### src/rtl/pa_ifu_ipack_rd.sv
// rtl/pa_ifu_ipack_rd.sv - IFU instruction package buffer read side and decode output stage
module pa_ifu_ipack_rd #(
    parameter int ENTRY_NUM = 4,
    parameter int PTR_W     = 2
) (
    input  logic                     forever_cpuclk,
    input  logic                     cpurst,
    input  logic                     ipack_buf_flush,
    input  logic [ENTRY_NUM-1:0]     ipack_entry_vld,
    input  logic [16*ENTRY_NUM-1:0]  ipack_entry_inst,
    input  logic [ENTRY_NUM-1:0]     ipack_entry_acc_err,
    output logic [ENTRY_NUM-1:0]     ipack_entry_retire_en,
    output logic [PTR_W-1:0]         ipack_rd_ptr,
    input  logic                     dec_ipack_ready,
    output logic                     ipack_dec_inst_vld,
    output logic [31:0]              ipack_dec_inst,
    output logic                     ipack_dec_inst_32,
    output logic                     ipack_dec_acc_err
);

    logic [PTR_W-1:0] rd_ptr;
    logic [PTR_W-1:0] nxt_ptr;
    logic [PTR_W-1:0] ptr_step;
    logic [15:0]      head_inst;
    logic [15:0]      nxt_inst;
    logic             head_vld;
    logic             nxt_vld;
    logic             head_err;
    logic             nxt_err;
    logic             is32;
    logic             take_two;
    logic             can_issue;
    logic             load;
    logic             inst_vld;
    logic [31:0]      inst;
    logic             inst_32;
    logic             acc_err;

    assign nxt_ptr = rd_ptr + PTR_W'(1);

    // Pick the head entry and the one after it (wrapping) out of the buffer.
    always_comb begin
        head_inst = '0;
        nxt_inst  = '0;
        head_vld  = 1'b0;
        nxt_vld   = 1'b0;
        head_err  = 1'b0;
        nxt_err   = 1'b0;
        for (int i = 0; i < ENTRY_NUM; i++) begin
            if (PTR_W'(i) == rd_ptr) begin
                head_inst = ipack_entry_inst[16*i +: 16];
                head_vld  = ipack_entry_vld[i];
                head_err  = ipack_entry_acc_err[i];
            end
            if (PTR_W'(i) == nxt_ptr) begin
                nxt_inst = ipack_entry_inst[16*i +: 16];
                nxt_vld  = ipack_entry_vld[i];
                nxt_err  = ipack_entry_acc_err[i];
            end
        end
    end

    // A faulting head always leaves alone so the error reaches decode without waiting on nxt.
    assign is32      = (head_inst[1:0] == 2'b11);
    assign take_two  = is32 & ~head_err;
    assign can_issue = head_vld & (~take_two | nxt_vld);
    assign load      = can_issue & (~inst_vld | dec_ipack_ready) & ~ipack_buf_flush & ~cpurst;
    assign ptr_step  = take_two ? PTR_W'(2) : PTR_W'(1);

    // Retire pulses follow the load in the same cycle: head, plus nxt for a 32-bit pair.
    always_comb begin
        ipack_entry_retire_en = '0;
        for (int i = 0; i < ENTRY_NUM; i++) begin
            ipack_entry_retire_en[i] = load & ((PTR_W'(i) == rd_ptr) |
                                               (take_two & (PTR_W'(i) == nxt_ptr)));
        end
    end

    // Read pointer: reset and flush return to entry 0, a load advances by the entries consumed.
    always_ff @(posedge forever_cpuclk) begin
        if (cpurst) begin
            rd_ptr <= '0;
        end else if (ipack_buf_flush) begin
            rd_ptr <= '0;
        end else if (load) begin
            rd_ptr <= rd_ptr + ptr_step;
        end
    end

    // Output valid: cleared by reset/flush, set by a load, dropped once decode takes it.
    always_ff @(posedge forever_cpuclk) begin
        if (cpurst) begin
            inst_vld <= 1'b0;
        end else if (ipack_buf_flush) begin
            inst_vld <= 1'b0;
        end else if (load) begin
            inst_vld <= 1'b1;
        end else if (dec_ipack_ready) begin
            inst_vld <= 1'b0;
        end
    end

    // Output data only changes on a load so it stays stable under back-pressure.
    always_ff @(posedge forever_cpuclk) begin
        if (cpurst) begin
            inst    <= '0;
            inst_32 <= 1'b0;
            acc_err <= 1'b0;
        end else if (load) begin
            inst    <= take_two ? {nxt_inst, head_inst} : {16'b0, head_inst};
            inst_32 <= is32;
            acc_err <= take_two ? nxt_err : head_err;
        end
    end

    assign ipack_rd_ptr       = rd_ptr;
    assign ipack_dec_inst_vld = inst_vld;
    assign ipack_dec_inst     = inst;
    assign ipack_dec_inst_32  = inst_32;
    assign ipack_dec_acc_err  = acc_err;

endmodule
### config.mk
export PLATFORM = sky130hd
export DESIGN_NAME = pa_ifu_ipack_rd
export DESIGN_NICKNAME = d
export VERILOG_FILES = /design/src/rtl/pa_ifu_ipack_rd.sv
export SDC_FILE = /design/constraint.sdc
export NUM_CORES = 1
export LEC_CHECK = 0
export ABC_CLOCK_PERIOD_IN_PS = 3360
export CORE_UTILIZATION = 42
export CTS_CLUSTER_DIAMETER = 30
export DETAILED_ROUTE_END_ITERATION = 6
export GPL_TIMING_DRIVEN = 1
export HOLD_SLACK_MARGIN = 0.1
export PLACE_DENSITY_LB_ADDON = 0.08
export SLEW_MARGIN = 30
export SYNTH_ARGS = -nofsm -noshare
export SYNTH_HDL_FRONTEND = slang
export SYNTH_SLANG_ARGS = --single-unit
### constraint.sdc
create_clock -name forever_cpuclk -period 3.36 [get_ports forever_cpuclk]
set_input_delay 0.336 -clock forever_cpuclk [delete_from_list [all_inputs] [get_ports forever_cpuclk]]
set_output_delay 0.336 -clock forever_cpuclk [all_outputs]
set_load 0.005 [all_outputs]
==> run_results.csv <==
group,metric,value,unit
synth,yosys.area_share.simple,14.1,%
clocking,ctsRootBufferMaster,"sky130_fd_sc_hd__clkbuf_8",
final_layout,final_cell_area,3740,µm²
critical_path,cp-end-kind,"primary output",
critical_path,worstSetupPathType,"reg2out",
sta,finalHoldWorstSlack,0.478,ns
clocking,post-cts-setup-buffers,0,
synth,syn_area_per_cell,10.3,µm²
routing,drcViolationCount,0,
synth,synth_compound_area_share,15.6,%
sta,clock.fmax,0.336,GHz
critical_path,crit_chain,"mux4_2, nand4bb_1, nand2_1, nor2_1, clkdlybuf4s50_1",
die,dieWidth,78.7,µm
final_layout,fin_cells,416,
synth,synth-xor-area-share,0,%
synth,netlist.top_cell.by_area,"sky130_fd_sc_hd__mux4_2",
sta,tightest_slew,0.458,ns
synth,synth_edf_count,0,
die,core_region_area,5610,µm²
final_layout,finalCoreUtilization,66.7,%
critical_path,timing.critical_path.from_type,"flop",
sta,timing.final.crit_share,88.5,%
routing,detailroute.via_count,2491,
critical_path,timing.critical_path.required,3.02,ns
power,power.density,274,nW/µm²
critical_path,cpMaxStageDelayCell,"sky130_fd_sc_hd__mux4_2",
placed_design,gpl.final_weighted_congestion,0.751,
routing,antenna_left,0,
final_layout,final.fill_count,481,
clocking,clock_latency,0.29,ns
synth,synth-main-ff-cell,"sky130_fd_sc_hd__dfxtp_1",
final_layout,antenna_diode_count,0,
power,total_leakage_power,1.15,nW
critical_path,critical_path.top_delay_family,"multiplexers",
routing,drt-initial-drc-count,142,
final_layout,post_route_cells_drive_above_1_share,16.9,%
placed_design,place_hpwl,5.07,mm
synth,netlist_instances,240,
critical_path,worst-path-max-fanout,19,
clocking,tritoncts_num_sinks,37,
final_layout,area_growth,51.1,%
routing,vias_per_cell,5.99,
routing,firstDrtPassIters,4,
global_route,grt_overflow_total,0,
critical_path,cpPeakStageDelay,0.79,ns
clocking,htree_num_levels,2,
power,p_int,763,µW
flow_run,max_cap_violations,0,
clocking,tritoncts.num_buffers,5,
clocking,tritoncts,"done",
synth,syn-num-nets,317,
die,rows,27,
sta,grt_setup_unrepaired,"false",
status,status,"finished clean",
sta,endpoints_failing_setup,0,
sta,period_needed,2.97,ns
clocking,clkSlewWorstSetupHoldPaths,0.08,ns
hold_path,hold_path_class,"reg2reg",
synth,synth.yosys.warnings,0,
placed_design,detailed_place.area,3640,µm²
power,clkPwrFrac,32.3,%
sta,timing.clock.skew,0.00454,ns
sta,maxSlewViolCount,0,
sta,relSlewSlack,69.5,%
synth,multiplexer_share_of_the_synthesized_area,33.2,%
power,power.combinational.fraction,23.4,%
global_route,number_of_global_route_vias_before_repair,2360,
global_route,gr_util_all_layers,24.2,%
sta,hold_violations,0,
synth,synth_adder_area_share,0.506,%
critical_path,critical_path.n_buffers_inverters,1,
power,netSwitchingPower,261,µW
global_route,antenna_found_initial,0,
die,ios,117,
placed_design,dp_slack,0.601,ns
sta,worst_slack,0.385,ns
clocking,cts-hold-fix-buffers,0,
sta,setup_tns,0,ns
power,p_total,1.02,mW
synth,synthDistinctLibCells,30,
placed_design,place.port_buffers,116,
power,switching_share_of_total_power,25.5,%
synth,sequential_element_share_of_the_synthesized_area,29.9,%
global_route,maximum_number_of_pins_on_one_net_before_global_route_repair,38,
power,power.sequential.fraction,44.2,%
placed_design,placed_insts,408,
final_layout,combined_area_of_the_multi_input_logic_cells,1570,µm²
die,die-area,6200,µm²
clocking,clockBufferDepth,2,
synth,dominant_combinational_cell_family_by_area_after_synthesis,"multiplexers",
synth,synthArstFlopShare,0,%
synth,synth.top_cells.by_count,"sky130_fd_sc_hd__a21oi_1, sky130_fd_sc_hd__dfxtp_1, sky130_fd_sc_hd__mux4_2, sky130_fd_sc_hd__o21ai_1, sky130_fd_sc_hd__nand3_1",
global_route,grt_pass1_wl,11.7,mm
critical_path,worst_ep_arrival_time,2.64,ns
routing,detail_route.wl_per_cell,17.5,µm
final_layout,final_nets,420,
synth,synth.top_cell.area_share,32.8,%
die,fp.dieH,78.7,µm
routing,finalWirelength,7.29,mm
power,worst_vdd_drop,0.000184,V
final_layout,sequential_cell_area,743,µm²
synth,synth.area.top_cells,"sky130_fd_sc_hd__mux4_2, sky130_fd_sc_hd__dfxtp_1, sky130_fd_sc_hd__a21oi_1",
synth,synth_seq_cells,37,
die,initial_core_utilization,44.1,%
synth,synth.cell_area,2470,µm²
clocking,postCtsResizedCells,0,
## tightest hold or removal path, stage by stage, from the launching register on
cell and delay (ns):
sky130_fd_sc_hd__dfxtp_1 0.31, sky130_fd_sc_hd__o21ai_0 0.06, sky130_fd_sc_hd__a21oi_1 0.06
## metal layers
metal	wire [µm]	share of wire, %	GRT usage [%]	vias to the layer above
met4	111	1.5	7.59	0
met3	663	9.1	6.78	10
met5	0	0	0	-
met2	3480	48	38.3	112
li1	-	-	-	1163
met1	3040	42	32.0	1206
## registers in the layout, indices dropped and copies added (netlist names)
signal and flops:
ipack_dec_acc_err 1, ipack_dec_inst_32 1, ipack_rd_ptr 2, ipack_dec_inst_vld 1, ipack_dec_inst 32
## power by group through the flow
stage / clock (mW) / sequential, mW / combinational (mW)
global route: 0.355 / 0.455 / 0.257
floorplan: 0 / 0.463 / 0.104
global placement: 0 / 0.463 / 0.235
detailed placement: 0 / 0.464 / 0.238
CTS: 0.338 / 0.453 / 0.240
finish: 0.331 / 0.453 / 0.240
## area by class of cell
class	count	share of cell area [%]
timing repair buffer	126	33.1
clock buffer	6	2.21
tap	72	2.41
inverter	1	0.100
clock inverter	2	0.368
multi-input combinational	172	42.0
sequential	37	19.9
## logic make-up (layout without fill, tap and decap cells)
kind of cell,count (synthesis),count (layout)
multiplexers,37,37
flip-flops,37,37
AND/OR/NAND/NOR,59,59
adder cells (fa/ha/maj),1,1
AO/OA/AOI/OAI,75,75
buffers and inverters,31,135
## path summary, 6_finish.rpt
kind                                    startpoint                  endpoint  slack (ns)  cells past startpoint
worst max-delay path               ipack_rd_ptr[0]  ipack_entry_retire_en[0]        0.39                      5
worst min-delay path            ipack_dec_inst[21]        ipack_dec_inst[21]        0.48                      2
worst max register to register     ipack_rd_ptr[0]           ipack_rd_ptr[1]        0.80                      8
worst min register to register  ipack_dec_inst[21]        ipack_dec_inst[21]        0.48                      2
## cell usage in the layout, fill, tap and decap left out, types with 3 or more instances in the layout
cell and n:
sky130_fd_sc_hd__clkdlybuf4s50_1 116, sky130_fd_sc_hd__a21oi_1 37, sky130_fd_sc_hd__mux4_2 36, sky130_fd_sc_hd__dfxtp_1 35
sky130_fd_sc_hd__o21ai_1 29, sky130_fd_sc_hd__nand3_1 20, sky130_fd_sc_hd__nand4_1 18, sky130_fd_sc_hd__buf_4 10
sky130_fd_sc_hd__clkbuf_8 6, sky130_fd_sc_hd__nor2_1 5, sky130_fd_sc_hd__o21ai_0 5, sky130_fd_sc_hd__nand3b_1 3
(Power assumes the default switching activity.)
